<file path="src/rtl/coin_input_debounce.sv">
// Debounces the two active-low coin keys and emits one-cycle pulses that never coincide (half before one).
// Optional build macro COIN_CNT_EN adds the saturating coin_total accumulator output.

module coin_key_filter #(
    parameter logic [19:0] CNT_MAX = 20'd999_999
) (
    input  logic sys_clk,
    input  logic sys_rst,
    input  logic key_s_i,
    output logic press_o
);
    // state     | meaning
    // IDLE      | key released and stable
    // PRESS_FLT | key seen low, waiting for it to stay low for the window
    // PRESSED   | press accepted, key held
    // REL_FLT   | key seen high, waiting for it to stay high for the window
    typedef enum logic [1:0] {
        IDLE      = 2'd0,
        PRESS_FLT = 2'd1,
        PRESSED   = 2'd2,
        REL_FLT   = 2'd3
    } state_t;

    state_t      state_q;
    logic [19:0] cnt_q;
    logic        cnt_done;

    assign cnt_done = (cnt_q == CNT_MAX - 20'd1);

    // Combinational so the output pulse register can capture it on the accepting edge.
    assign press_o = (state_q == PRESS_FLT) && !key_s_i && cnt_done;

    always_ff @(posedge sys_clk or posedge sys_rst) begin
        if (sys_rst) begin
            state_q <= IDLE;
            cnt_q   <= 20'd0;
        end else begin
            case (state_q)
                IDLE: begin
                    if (!key_s_i) begin
                        state_q <= PRESS_FLT;
                        cnt_q   <= 20'd1;
                    end
                end
                PRESS_FLT: begin
                    if (key_s_i) begin
                        state_q <= IDLE;
                        cnt_q   <= 20'd0;
                    end else if (cnt_done) begin
                        state_q <= PRESSED;
                        cnt_q   <= 20'd0;
                    end else begin
                        cnt_q <= cnt_q + 20'd1;
                    end
                end
                PRESSED: begin
                    if (key_s_i) begin
                        state_q <= REL_FLT;
                        cnt_q   <= 20'd1;
                    end
                end
                REL_FLT: begin
                    if (!key_s_i) begin
                        state_q <= PRESSED;
                        cnt_q   <= 20'd0;
                    end else if (cnt_done) begin
                        state_q <= IDLE;
                        cnt_q   <= 20'd0;
                    end else begin
                        cnt_q <= cnt_q + 20'd1;
                    end
                end
                default: begin
                    state_q <= IDLE;
                    cnt_q   <= 20'd0;
                end
            endcase
        end
    end
endmodule

module coin_input_debounce #(
    parameter logic [19:0] CNT_MAX = 20'd999_999
) (
    input  logic       sys_clk,
    input  logic       sys_rst,
    input  logic       key_half,
    input  logic       key_one,
    output logic       po_money_half,
    output logic       po_money_one
`ifdef COIN_CNT_EN
    ,
    output logic [7:0] coin_total
`endif
);
    logic [1:0] half_sync_q;
    logic [1:0] one_sync_q;
    logic       ev_half;
    logic       ev_one;
    logic       half_q, half_d;
    logic       one_q, one_d;
    logic       pend_one_q, pend_one_d;

    always_ff @(posedge sys_clk or posedge sys_rst) begin
        if (sys_rst) begin
            half_sync_q <= 2'b11;
            one_sync_q  <= 2'b11;
        end else begin
            half_sync_q <= {half_sync_q[0], key_half};
            one_sync_q  <= {one_sync_q[0], key_one};
        end
    end

    coin_key_filter #(.CNT_MAX(CNT_MAX)) u_half_flt (
        .sys_clk (sys_clk),
        .sys_rst (sys_rst),
        .key_s_i (half_sync_q[1]),
        .press_o (ev_half)
    );

    coin_key_filter #(.CNT_MAX(CNT_MAX)) u_one_flt (
        .sys_clk (sys_clk),
        .sys_rst (sys_rst),
        .key_s_i (one_sync_q[1]),
        .press_o (ev_one)
    );

    // Half always wins the slot; a colliding one-coin is parked and issued next cycle.
    always_comb begin
        half_d     = ev_half;
        one_d      = (ev_one || pend_one_q) && !ev_half;
        pend_one_d = (ev_one || pend_one_q) && ev_half;
    end

    always_ff @(posedge sys_clk or posedge sys_rst) begin
        if (sys_rst) begin
            half_q     <= 1'b0;
            one_q      <= 1'b0;
            pend_one_q <= 1'b0;
        end else begin
            half_q     <= half_d;
            one_q      <= one_d;
            pend_one_q <= pend_one_d;
        end
    end

    assign po_money_half = half_q;
    assign po_money_one  = one_q;

`ifdef COIN_CNT_EN
    logic [7:0] total_q, total_d;
    logic [1:0] total_inc;
    logic [8:0] total_sum;

    always_comb begin
        total_inc = 2'd0;
        if (half_q) begin
            total_inc = 2'd1;
        end else if (one_q) begin
            total_inc = 2'd2;
        end
        total_sum = {1'b0, total_q} + {7'd0, total_inc};
        total_d   = total_sum[8] ? 8'hFF : total_sum[7:0];
    end

    always_ff @(posedge sys_clk or posedge sys_rst) begin
        if (sys_rst) begin
            total_q <= 8'd0;
        end else begin
            total_q <= total_d;
        end
    end

    assign coin_total = total_q;
`endif
endmodule

</file>
<file path="config.mk">
export PLATFORM = sky130hd
export DESIGN_NAME = coin_input_debounce
export DESIGN_NICKNAME = d
export VERILOG_FILES = /design/src/rtl/coin_input_debounce.sv
export SDC_FILE = /design/constraint.sdc
export NUM_CORES = 1
export LEC_CHECK = 0
export ABC_CLOCK_PERIOD_IN_PS = 4200
export BUFFER_PORTS_ARGS = -buffer_cell sky130_fd_sc_hd__buf_2
export CORE_ASPECT_RATIO = 0.8
export CORE_MARGIN = 3
export CORE_UTILIZATION = 65
export DETAILED_ROUTE_END_ITERATION = 10
export PLACE_DENSITY = 0.82
export SLEW_MARGIN = 15
export SYNTH_ARGS = -nofsm -noshare
export SYNTH_HDL_FRONTEND = slang
export SYNTH_SLANG_ARGS = --single-unit
export TNS_END_PERCENT = 100
</file>
<file path="constraint.sdc">
create_clock -name sys_clk -period 4.2 [get_ports sys_clk]
set_input_delay 0.84 -clock sys_clk [delete_from_list [all_inputs] [get_ports sys_clk]]
set_output_delay 0.84 -clock sys_clk [all_outputs]
set_load 0.05 [all_outputs]
</file>
Word-level counts from Yosys, hierarchy flattened
Index checks and enable logic that the tools add are counted.

storage, ports and cells
  register bits = 51
  bits of input ports = 4
  output and inout port bits = 2

operators by class
  add/subtract/negate cells = 2
  equal/unequal tests = 16
  mux-type cells = 26
  reduce and logical (&&, ||, !) cells = 16

operators by type and width
  operator                                                          count
  20-bit 2-to-1 mux                                                 10
  20-bit case mux with 4 select lines                               2
  20-bit by 1-bit adder with 20-bit output (second input constant)  2
  20-bit == test (second input constant)                            2
  2-bit 2-to-1 mux                                                  12
  2-bit case mux with 4 select lines                                2
  3-bit by 2-bit != test with 1-bit output (second input constant)  4
  2-bit == test (second input constant)                             4
  2-bit != test (second input constant)                             4
  4-bit AND reduction                                               2
  1-bit logical AND                                                 6
  2-bit by 1-bit == test with 1-bit output (second input constant)  2
  2-bit zero test                                                   2
  2-bit AND reduction                                               2
  1-bit zero test                                                   3
  1-bit logical OR                                                  1

Depth between registers and ports, before layout
Gate-level depths: netlist of run 1.

  depth after elaboration = 5
  gate-level depth with buffers = 8

Cells and area by module
Synthesis of run 1 repeated with hierarchy kept, for this count alone.

unflattened totals
  cells, all modules = 312
  area total of the unflattened synthesis = 2966.6 um^2

modules (own cells, without submodules)
  module               instances  cells an instance  area each (um^2)
  coin_key_filter      2          151                1382.6
  coin_input_debounce  1          10                 201.4

Least setup slack after synthesis of run 1
No wires, ideal clock.

  path type = register to register
  start point = register u_half_flt.cnt_q[0]
  end point = register u_half_flt.cnt_q[10]
  library setup time = 126 ps
  arrival time = 1869 ps
  data required time = 4074 ps
  setup slack = 2205 ps
  cell stages (with the launch flop) = 8
  path buffers = 1
  period minus slack after synthesis = 1995 ps
  cells stage by stage = dfrtp_1 > inv_1 > ha_1 > or4b_4 > o311a_1 > buf_2 > and3_1 > a221o_1

between the ends
  word-level cells in the longest chain between the ends = 4
  elaborated cells on any way between the ends = 6

RTL lines
  what                                                                        line        text
  from (decl)                                                                 25          logic [19:0] cnt_q;
  from (signal assigned)                                                      53          cnt_q <= cnt_q + 20'd1;
  from (signal assigned)                                                      70          cnt_q <= cnt_q + 20'd1;
  20-bit by 1-bit adder with 20-bit output or 20-bit == test (tied branches)  53, 70, 28
  20-bit 2-to-1 mux (*)                                                       49, 66
  20-bit 2-to-1 mux, on equally long branches                                 63, 46
  20-bit case mux with 4 select lines (*)                                     38          case (state_q)

Every way passes the cells marked *; elsewhere a longest branch is shown, timed or not.
A chain may end at the register's enable or synchronous reset.

Worst setup path in the final report of run 1
  start point = register u_half_flt.cnt_q[6]
  end point = register u_half_flt.cnt_q[7]

The elaborated chain is that of the path after synthesis.

==> qor.txt, run 1 <==
Clock sinks = 51
Num CTS Buffers = 5
Min-delay worst type = reg -> reg
Post-DP HPWL = 3783 um
Hold path cells = 0
Slew Limit Fails = 0
Unrepaired setup endpoints after global routing = false
Worst IR drop on VDD = 0.4294 mV
Register clock-pin slew on the reported worst setup and hold paths = 100 ps
Tmin final = 2286 ps
Layout area overhead = 5.681%
Hold_buf cts = 0
Gate count after technology mapping = 283
Fin crit share = 54.44%
TritonCTS clock tree = built
Die Area = 4909 um^2
Leakage = 1.141 nW
Flop2flop setup slack = 1910 ps
Avg Cell Area, Syn = 9.417 um^2
DRT iter0 DRCs = 192
Syn nets = 291
Status = finished, final reports clean
Finished Core Util = 72.61%
Crit Path Category = reg -> reg
FP Rows = 20
Antenna cells = 0
Layout cells sized above 1 = 9.123%
GRT Residual Overflow = 0
Clock buffer depth = 2
Worst skew pair latency = 300 ps
Most frequent cells in the layout = 47 x dfrtp_1, 25 x nand2_1, 24 x nor2_1, 19 x nand3_1, 18 x a31oi_1
Setup bufs post-CTS = 0
Final setup fails = 0
# nets final = 292
Clock Tree Root = clkbuf_8
DR DRC count = 0
Setup TNS = 0 ps
Max cap viols = 0
First-pass detailed-route iteration total = 4
Vias = 2130
Die Wd = 77.59 um
Post-synthesis sequential area ratio = 48.08%
Global Route Usage Sum = 24.44%
Core footprint = 3879 um^2
GR Util met1 = 38.13%
Relative slew slack = 30.79%
Post-synth EDFFs = 0
Final wirelength = 5492 um
Ys async rst share = 100.0%
Count of endpoints failing hold in the final timing report = 0
Seq cells post-synth = 51
Busiest grt layer = met1
I/O pin count = 6
Synth unique cells = 49
DR WL/cell = 16.15 um
Die Span Y = 63.27 um
Initial cell density of the core = 68.71%
CTS H-Tree Depth = 2
Met2 GRT Util = 35.47%
Fill cells = 289
Mapped cell area = 2665 um^2
FMAX = 437.4 MHz
First-pass GRT wire length = 9584 um
Initial antenna violation count = 0
Met3 global-route usage = 4.714%
Synth Flop Type = dfrtp_1
Vias in the first global route = 1959
Place WS = 1920 ps
Critical Path Source Type = flop
Pin count of the biggest net entering global routing = 52
CP Capture Type = flop
Setup Skew = 8.361 ps
CTS resizes = 0
Least-Margin Pin Slew = 1037 ps
CP arrival = 2460 ps
WP data required = 4380 ps
R2R depth = 5
Commonest non-fill, non-tap cell in the layout = dfrtp_1
Critical path peak fanout = 18
Setup ws final = 1914 ps
Pwr Density = 408.3 nW/um^2
Vias per Instance = 6.265
Synth Warn # = 0
I/O Buffers = 5
GP Congestion = 0.8205
Final ANT Viol Nets = 0
registers in the layout, indices dropped and copies added (netlist names), named ones only:
signal              cells
u_half_flt.state_q      1
u_half_flt.cnt_q       20
pend_one_q              1
half_sync_q             2
po_money_one            1
u_one_flt.cnt_q        20
u_one_flt.state_q       1
po_money_half           1
one_sync_q              2
worst max-delay path, cell delays in order (launching register included):
cell and delay, ps:
dfrtp_1 460, nor4_1 330, nand4_1 220, o311a_1 620
nor2_2 420, nor2_1 110
synth_stat cells, drive strengths merged, types with 2 or more instances:
cell type  instances  area (um^2)
nor2b              4        25.02
o21ai             15        75.07
clkbuf             2        7.510
and3               6        37.54
o311ai             2        25.03
or3                4        25.02
nor2              25        96.35
nor4b              2        17.52
a21o               2        15.01
and2               2        12.51
or2                3        18.78
nor3               5        30.03
dfstp              4        105.1
a31oi             18        112.6
dfrtp             47         1176
nor4               4        25.02
a22o               4        35.03
o311a              2        20.02
xor2               7        61.31
buf                9        50.04
xnor2             10        87.58
or4                4        37.53
nand4             11        68.82
nand3             20        105.1
nand2b             2        12.51
inv               12        45.04
a21oi             14        70.07
ha                 4        50.05
nand2             25        93.84
a41oi              4        35.03
final timing paths:
check	end	startpoint
max in group asynchronous	u_one_flt.cnt_q[14]	sys_rst
max reg2reg	u_half_flt.cnt_q[7]	u_half_flt.cnt_q[6]
min	half_sync_q[1]	half_sync_q[0]
min in group asynchronous	u_half_flt.cnt_q[4]	sys_rst
min reg2reg	half_sync_q[1]	half_sync_q[0]
max	u_half_flt.cnt_q[7]	u_half_flt.cnt_q[6]
cell type report:
type / count / area, um^2 / area share (%)
sequential: 51 / 1281 / 45.49
tap: 55 / 68.82 / 2.443
clock inverter: 3 / 46.29 / 1.644
timing repair buffer: 5 / 25.02 / 0.8885
inverter: 12 / 45.04 / 1.599
clock buffer: 5 / 68.82 / 2.443
multi-input combinational: 209 / 1281 / 45.49
cell families (layout without fill, tap and decap cells):
kind of cell	count (synthesis)	in the layout	share of synthesized area [%]
simple gates	120	120	23.90
xor+xnor	17	17	5.587
compound gates	67	67	16.34
buf+inv	23	25	3.849
flops	51	51	48.08
fa+ha+maj	4	4	1.878
mux	1	1	0.3756
stage by stage:
stage / power (mW) / area, um^2 / std cells / hold WS, ps
3_5_place_dp: 0.8020 / 2701 / 332 / 349.6
4_1_cts: 1.153 / 2816 / 340 / 367.6
6_report: 1.150 / 2816 / 340 / 366.2
2_1_floorplan: 0.7608 / 2665 / 283 / 345.2
5_1_grt: 1.215 / 2816 / 340 / 371.9
3_3_place_gp: 0.7981 / 2701 / 332 / 345.4
report_power, final:
group | switching, mW | total [mW] | internal, mW
clock | 0.171 | 0.351 | 0.180
sequential | 0.0444 | 0.568 | 0.524
combinational | 0.159 | 0.231 | 0.0723
total | 0.375 | 1.15 | 0.776
per-layer routing:
layer  up-vias  share of wire [%]  wire length (um)
met5         -                  0                 0
met4         0               0.46                25
met3         2                5.2               288
met2        58                 43              2342
met1      1033                 52              2835
li1       1037                  -                 -
Power figures use the tool's default switching activity.
==> run 2: changes to the inputs <==
--- a/config.mk
+++ b/config.mk
@@ -5,13 +5,13 @@
 export SDC_FILE = /design/constraint.sdc
 export NUM_CORES = 1
 export LEC_CHECK = 0
-export ABC_CLOCK_PERIOD_IN_PS = 4200
+export ABC_CLOCK_PERIOD_IN_PS = 2000
 export BUFFER_PORTS_ARGS = -buffer_cell sky130_fd_sc_hd__buf_2
 export CORE_ASPECT_RATIO = 0.8
 export CORE_MARGIN = 3
-export CORE_UTILIZATION = 65
+export CORE_UTILIZATION = 56
 export DETAILED_ROUTE_END_ITERATION = 10
-export PLACE_DENSITY = 0.82
+export PLACE_DENSITY = 0.75
 export SLEW_MARGIN = 15
 export SYNTH_ARGS = -nofsm -noshare
 export SYNTH_HDL_FRONTEND = slang
==> constraint.sdc (replaced) <==
create_clock -name sys_clk -period 2 [get_ports sys_clk]
set_input_delay 0.4 -clock sys_clk [delete_from_list [all_inputs] [get_ports sys_clk]]
set_output_delay 0.4 -clock sys_clk [all_outputs]
set_load 0.05 [all_outputs]
==> run 2 against run 1 <==
  * Register-to-register slack got worse by 1900 ps
  * Power grew 120%
  * Count of clock-buffer cells in the layout up 1
  * Flip-flop and latch count did not move
  * Hold slack got worse by 250 ps
==> qor.txt, run 2 (synthesis results as in run 1) <==
WP data required = 2200 ps
Die Area = 5628 um^2
Clock buffer depth = 2
CTS H-Tree Depth = 2
CP Capture Type = flop
Slew Limit Fails = 0
Num CTS Buffers = 5
Pwr Density = 779.4 nW/um^2
Vias in the first global route = 2137
Commonest non-fill, non-tap cell in the layout = dfrtp_1
First-pass GRT wire length = 10240 um
Final setup fails = 0
Tmin final = 1941 ps
DRT iter0 DRCs = 251
Antenna cells = 0
Critical path peak fanout = 5
Switch Pwr = 0.8236 mW
Sw Ratio = 33.03%
I/O Buffers = 5
Setup TNS = 0 ps
Initial cell density of the core = 60.74%
Regs by FF count = u_half_flt.cnt_q (20), u_one_flt.cnt_q (20)
Fin crit share = 97.03%
R2R depth = 6
Area of the multi-input gates = 1369 um^2
Status = finished, final reports clean
Clock Tree Root = clkbuf_8
Least-Margin Pin Slew = 592.1 ps
Max cap viols = 0
GP Congestion = 0.8832
Global Route Usage Sum = 23.13%
FP Rows = 21
Post-DP HPWL = 4140 um
Crit Path Category = reg -> reg
Vias per Instance = 6.063
Layout cells sized above 1 = 22.43%
Setup Skew = 5.767 ps
Relative slew slack = 60.24%
Worst IR drop on VDD = 0.7659 mV
Fill cells = 321
DR WL/cell = 15.79 um
Gate power share = 27.9%
Clock network power share = 24.5%
Most frequent cells in the layout = 46 x dfrtp_1, 33 x buf_4, 25 x nand2_1, 24 x nor2_1, 19 x nand3_1
Layout area overhead = 20.05%
CP arrival = 2140 ps
Core footprint = 4388 um^2
Hold WS = 116.0 ps
I/O pin count = 6
Die Span Y = 67.70 um
FMAX = 515.3 MHz
Share of power burned in registers = 47.6%
DR DRC count = 0
Clock sinks = 51
Final ANT Viol Nets = 0
# nets final = 329
Vias = 2292
TritonCTS clock tree = built
Leakage = 1.368 nW
Hold_buf cts = 0
Total internal power = 1.670 mW
GRT Residual Overflow = 0
Die Wd = 83.13 um
Register clock-pin slew on the reported worst setup and hold paths = 90 ps
Critical Path Source Type = flop
Count of endpoints failing hold in the final timing report = 0
Sequential cell area = 1282 um^2
Min-delay worst type = in -> async
Initial antenna violation count = 0
Final wirelength = 5969 um
Worst skew pair latency = 310 ps
First-pass detailed-route iteration total = 5
Pin count of the biggest net entering global routing = 52
run 2: power groups by stage:
stage / logic, mW / registers [mW] / clock network, mW
floorplan: 0.426 / 1.17 / 0
global placement: 0.629 / 1.19 / 0
detailed placement: 0.645 / 1.20 / 0
CTS: 0.647 / 1.18 / 0.618
global route: 0.771 / 1.20 / 0.667
finish: 0.695 / 1.19 / 0.612
run 2: final timing paths:
path                                        end  slack, ps           startpoint
min reg2reg                       one_sync_q[1]        360        one_sync_q[0]
max                        u_half_flt.cnt_q[10]         60  u_half_flt.cnt_q[0]
min in group sys_clk              one_sync_q[0]        180              key_one
max reg2reg                u_half_flt.cnt_q[10]         60  u_half_flt.cnt_q[0]
max in group asynchronous        half_sync_q[0]       1590              sys_rst
min                        u_half_flt.cnt_q[12]        120              sys_rst
run 2: critical path, cell delays in order, from the launching register on:
cell and delay, ps:
dfrtp_1 380, inv_1 50, ha_1 130, or4b_4 470, o311a_4 350, and3_1 180
a221o_1 260
run 2: cell type report:
| type | instances | share of cell area (%) |
|---|---|---|
| multi-input combinational | 209 | 42.78 |
| sequential | 51 | 40.09 |
| timing repair buffer | 42 | 10.75 |
| clock buffer | 6 | 2.581 |
| tap | 57 | 2.229 |
| inverter | 12 | 1.408 |
| clock inverter | 1 | 0.1564 |
run 2: timing repair:
action,in CTS,in global routing
setup endpoints to repair,3,28
pin swaps,0,2
buffers inserted,0,2
gates resized for setup,2,13
gates cloned,0,0
run 2: routing by layer:
metal  up-vias  GRT usage [%]  wire [um]
li1       1115              -          -
met1      1080          37.20       3102
met2        88          30.60       2375
met3         9          4.756        405
met4         0          7.143         86
met5         -              0          0
run 2: metrics by stage:
stage                     setup WS (ps)  instances  total power, mW  util, %  instance area (um^2)
after global routing             -3.813        378            2.635    72.91                  3199
after global placement           -13.31        369            1.822    68.46                  3004
after floorplan                   5.297        283            1.598        -                  2665
final                             59.50        378            2.493    72.91                  3199
after detailed placement         -11.95        369            1.841    68.46                  3004
after CTS                         25.97        376            2.440    70.86                  3109
==> run 3: changes to the inputs <==
--- a/config.mk
+++ b/config.mk
@@ -15,5 +15,6 @@
 export SLEW_MARGIN = 15
 export SYNTH_ARGS = -nofsm -noshare
 export SYNTH_HDL_FRONTEND = slang
+export SYNTH_HIERARCHICAL = 1
 export SYNTH_SLANG_ARGS = --single-unit
 export TNS_END_PERCENT = 100
==> run 3 against run 2 <==
  * Core utilization down 10 points
  * Clock power down 2%
  * Largest power group unchanged
  * Flip-flop and latch count did not move
  * Synthesized cell count rose by 10%
  * Worst setup slack better by 58 ps
==> qor.txt, run 3 <==
Status = finished, final reports clean
Most common cell in the netlist = dfrtp_1
Flop2flop setup slack = 120 ps
Tmin final = 1882 ps
Hold WS = 15.42 ps
Setup TNS = 0 ps
Post-DP HPWL = 4302 um
Antenna cells = 0
Pwr Density = 570.6 nW/um^2
Initial antenna violation count = 0
Die Area = 6212 um^2
Mapped cell area = 2967 um^2
Most frequent cells in the layout = 47 x dfrtp_1, 32 x nand2_1, 20 x nor2_1, 20 x o21ai_0, 19 x inv_1
Worst skew pair latency = 300 ps
Setup Skew = 3.996 ps
Min-delay worst type = in -> async
Area share of the largest cell type after synthesis = 39.65%
Sequential cell area = 1281 um^2
Critical Path Source Type = flop
Vias = 2408
GRT Residual Overflow = 0
Post-synth top area cell = dfrtp_1
Synth Flop Type = dfrtp_1
CTS H-Tree Depth = 2
Vias in the first global route = 2163
Vias per Instance = 6.206
Fin crit share = 94.11%
Unrepaired setup endpoints after global routing = false
Initial cell density of the core = 58.57%
# nets final = 333
Post-synthesis mux area share = 0.6748%
Avg Cell Area, Syn = 9.508 um^2
Final ANT Viol Nets = 0
Adder-cell share of the synthesized area = 1.687%
FMAX = 531.3 MHz
Commonest non-fill, non-tap cell in the layout = dfrtp_1
Worst IR drop on VDD = 0.5165 mV
Register clock-pin slew on the reported worst setup and hold paths = 90 ps
Slowest cell on crit path = nor4b_1
CP peak stage delay = 480 ps
Setup bufs post-CTS = 0
Regs by FF count = u_half_flt/cnt_q (20), u_one_flt/cnt_q (20)
Seq cells post-synth = 51
TritonCTS clock tree = built
Relative slew slack = 37.99%
Area of the multi-input gates = 1555 um^2
Crit Path Category = reg -> reg
Crit path max-delay family = simple AND/OR/NAND/NOR gates
Largest family of logic cells by synthesized area = simple AND/OR/NAND/NOR gates
Die Span Y = 71.10 um
Fill cells = 402
Post-synthesis sequential area ratio = 43.19%
Global Route Usage Sum = 21.28%
Num CTS Buffers = 5
CP Capture Type = flop
Gate count after technology mapping = 312
Ys async rst share = 100.0%
Die Wd = 87.38 um
Place WS = 143.9 ps
Synth unique cells = 49
DR WL/cell = 15.46 um
Syn nets = 320
Tot Pwr = 1.808 mW
Top cells by count, synth = 47 x dfrtp_1, 32 x nand2_1, 20 x nor2_1, 20 x o21ai_0, 19 x inv_1
FP Rows = 23
Layout cells sized above 1 = 15.95%
CP arrival = 2090 ps
First-pass detailed-route iteration total = 5
DRT iter0 DRCs = 227
Count of endpoints failing hold in the final timing report = 0
WP data required = 2200 ps
CP bufs+invs = 0
Clock Tree Root = clkbuf_8
CP cell instances = nor4b_1 -> and4b_4 -> a21o_4 -> o21ai_0 -> a21o_1
I/O Buffers = 5
Max cap viols = 0
Post-synthesis compound-gate area fraction = 14.93%
Slew Limit Fails = 0
Final setup fails = 0
Core footprint = 5065 um^2
Area contributors post-synth = dfrtp_1 40%, nand2_1 4.0%, dfstp_2 3.5%, o21ai_0 3.4%, a21o_1 3.0%
Leakage = 1.391 nW
First-pass GRT wire length = 10400 um
Pin count of the biggest net entering global routing = 23
Hold_buf cts = 0
Least-Margin Pin Slew = 926.8 ps
Layout area overhead = 6.790%
Final wirelength = 5997 um
I/O pin count = 6
Setup ws final = 117.9 ps
Critical path peak fanout = 15
Clock buffer depth = 2
DR DRC count = 0
Post-Synth XOR/XNOR Area = 3.543%
Post-synthesis simple-gate area fraction = 31.21%
Synth Warn # = 6
GP Congestion = 0.8813
Clock sinks = 51
Post-synth EDFFs = 0
run 3: worst paths after layout:
kind                                   endpoint                start  depth (start not counted)
hold / removal                       pend_one_q              sys_rst                          2
setup reg to reg            u_one_flt/cnt_q[15]  u_one_flt/cnt_q[10]                          5
hold reg to reg                  half_sync_q[1]       half_sync_q[0]                          0
setup / recovery            u_one_flt/cnt_q[15]  u_one_flt/cnt_q[10]                          5
min in group sys_clk              one_sync_q[0]              key_one                          1
max in group asynchronous  u_half_flt/cnt_q[16]              sys_rst                          3
run 3: cell families (layout without fill, tap and decap cells):
kind of cell | Yosys count | after routing
AO/OA/AOI/OAI | 68 | 68
multiplexers | 2 | 2
flip-flops | 51 | 51
adder cells (fa/ha/maj) | 4 | 4
buffers and inverters | 27 | 41
XOR/XNOR | 12 | 12
AND/OR/NAND/NOR | 148 | 148
run 3: repair_timing:
| action | in CTS | in global routing |
|---|---|---|
| endpoints found under the setup margin | 0 | 1 |
| gates resized for setup | 0 | 2 |
| hold endpoints to repair | 0 | 0 |
run 3: per-stage QoR:
stage | instances | instance area [um^2] | util, %
after floorplan | 312 | 2967 | -
after global placement | 380 | 3067 | 60.55
after detailed placement | 380 | 3067 | 60.55
after CTS | 388 | 3157 | 62.33
after global routing | 388 | 3168 | 62.55
final | 388 | 3168 | 62.55
run 3: cell type report:
class	instances	share of cell area (%)
multi-input cells	234	49.09
flip-flops and latches	51	40.44
clock buffers	6	2.291
clock inverters	2	0.5529
repair buffers	14	2.923
well taps	62	2.449
inverters	19	2.251
run 3: power breakdown:
part,switching [mW],internal [mW]
clock,0.350,0.252
combinational,0.0934,0.0413
sequential,0.0186,1.05
run 3: worst reg2reg max path: cells and delay by family (launching register included):
family          cells  cell delay, ps
flops               1             450
compound gates      3             530
simple gates        2             810
run 3: layer usage:
metal  up-vias  GRT usage, %  wire length (um)
li1       1171             -                 -
met1      1156         35.44              3195
met2        75         27.01              2358
met3         6         4.889               383
met4         0         5.963                59
met5         -             0                 0
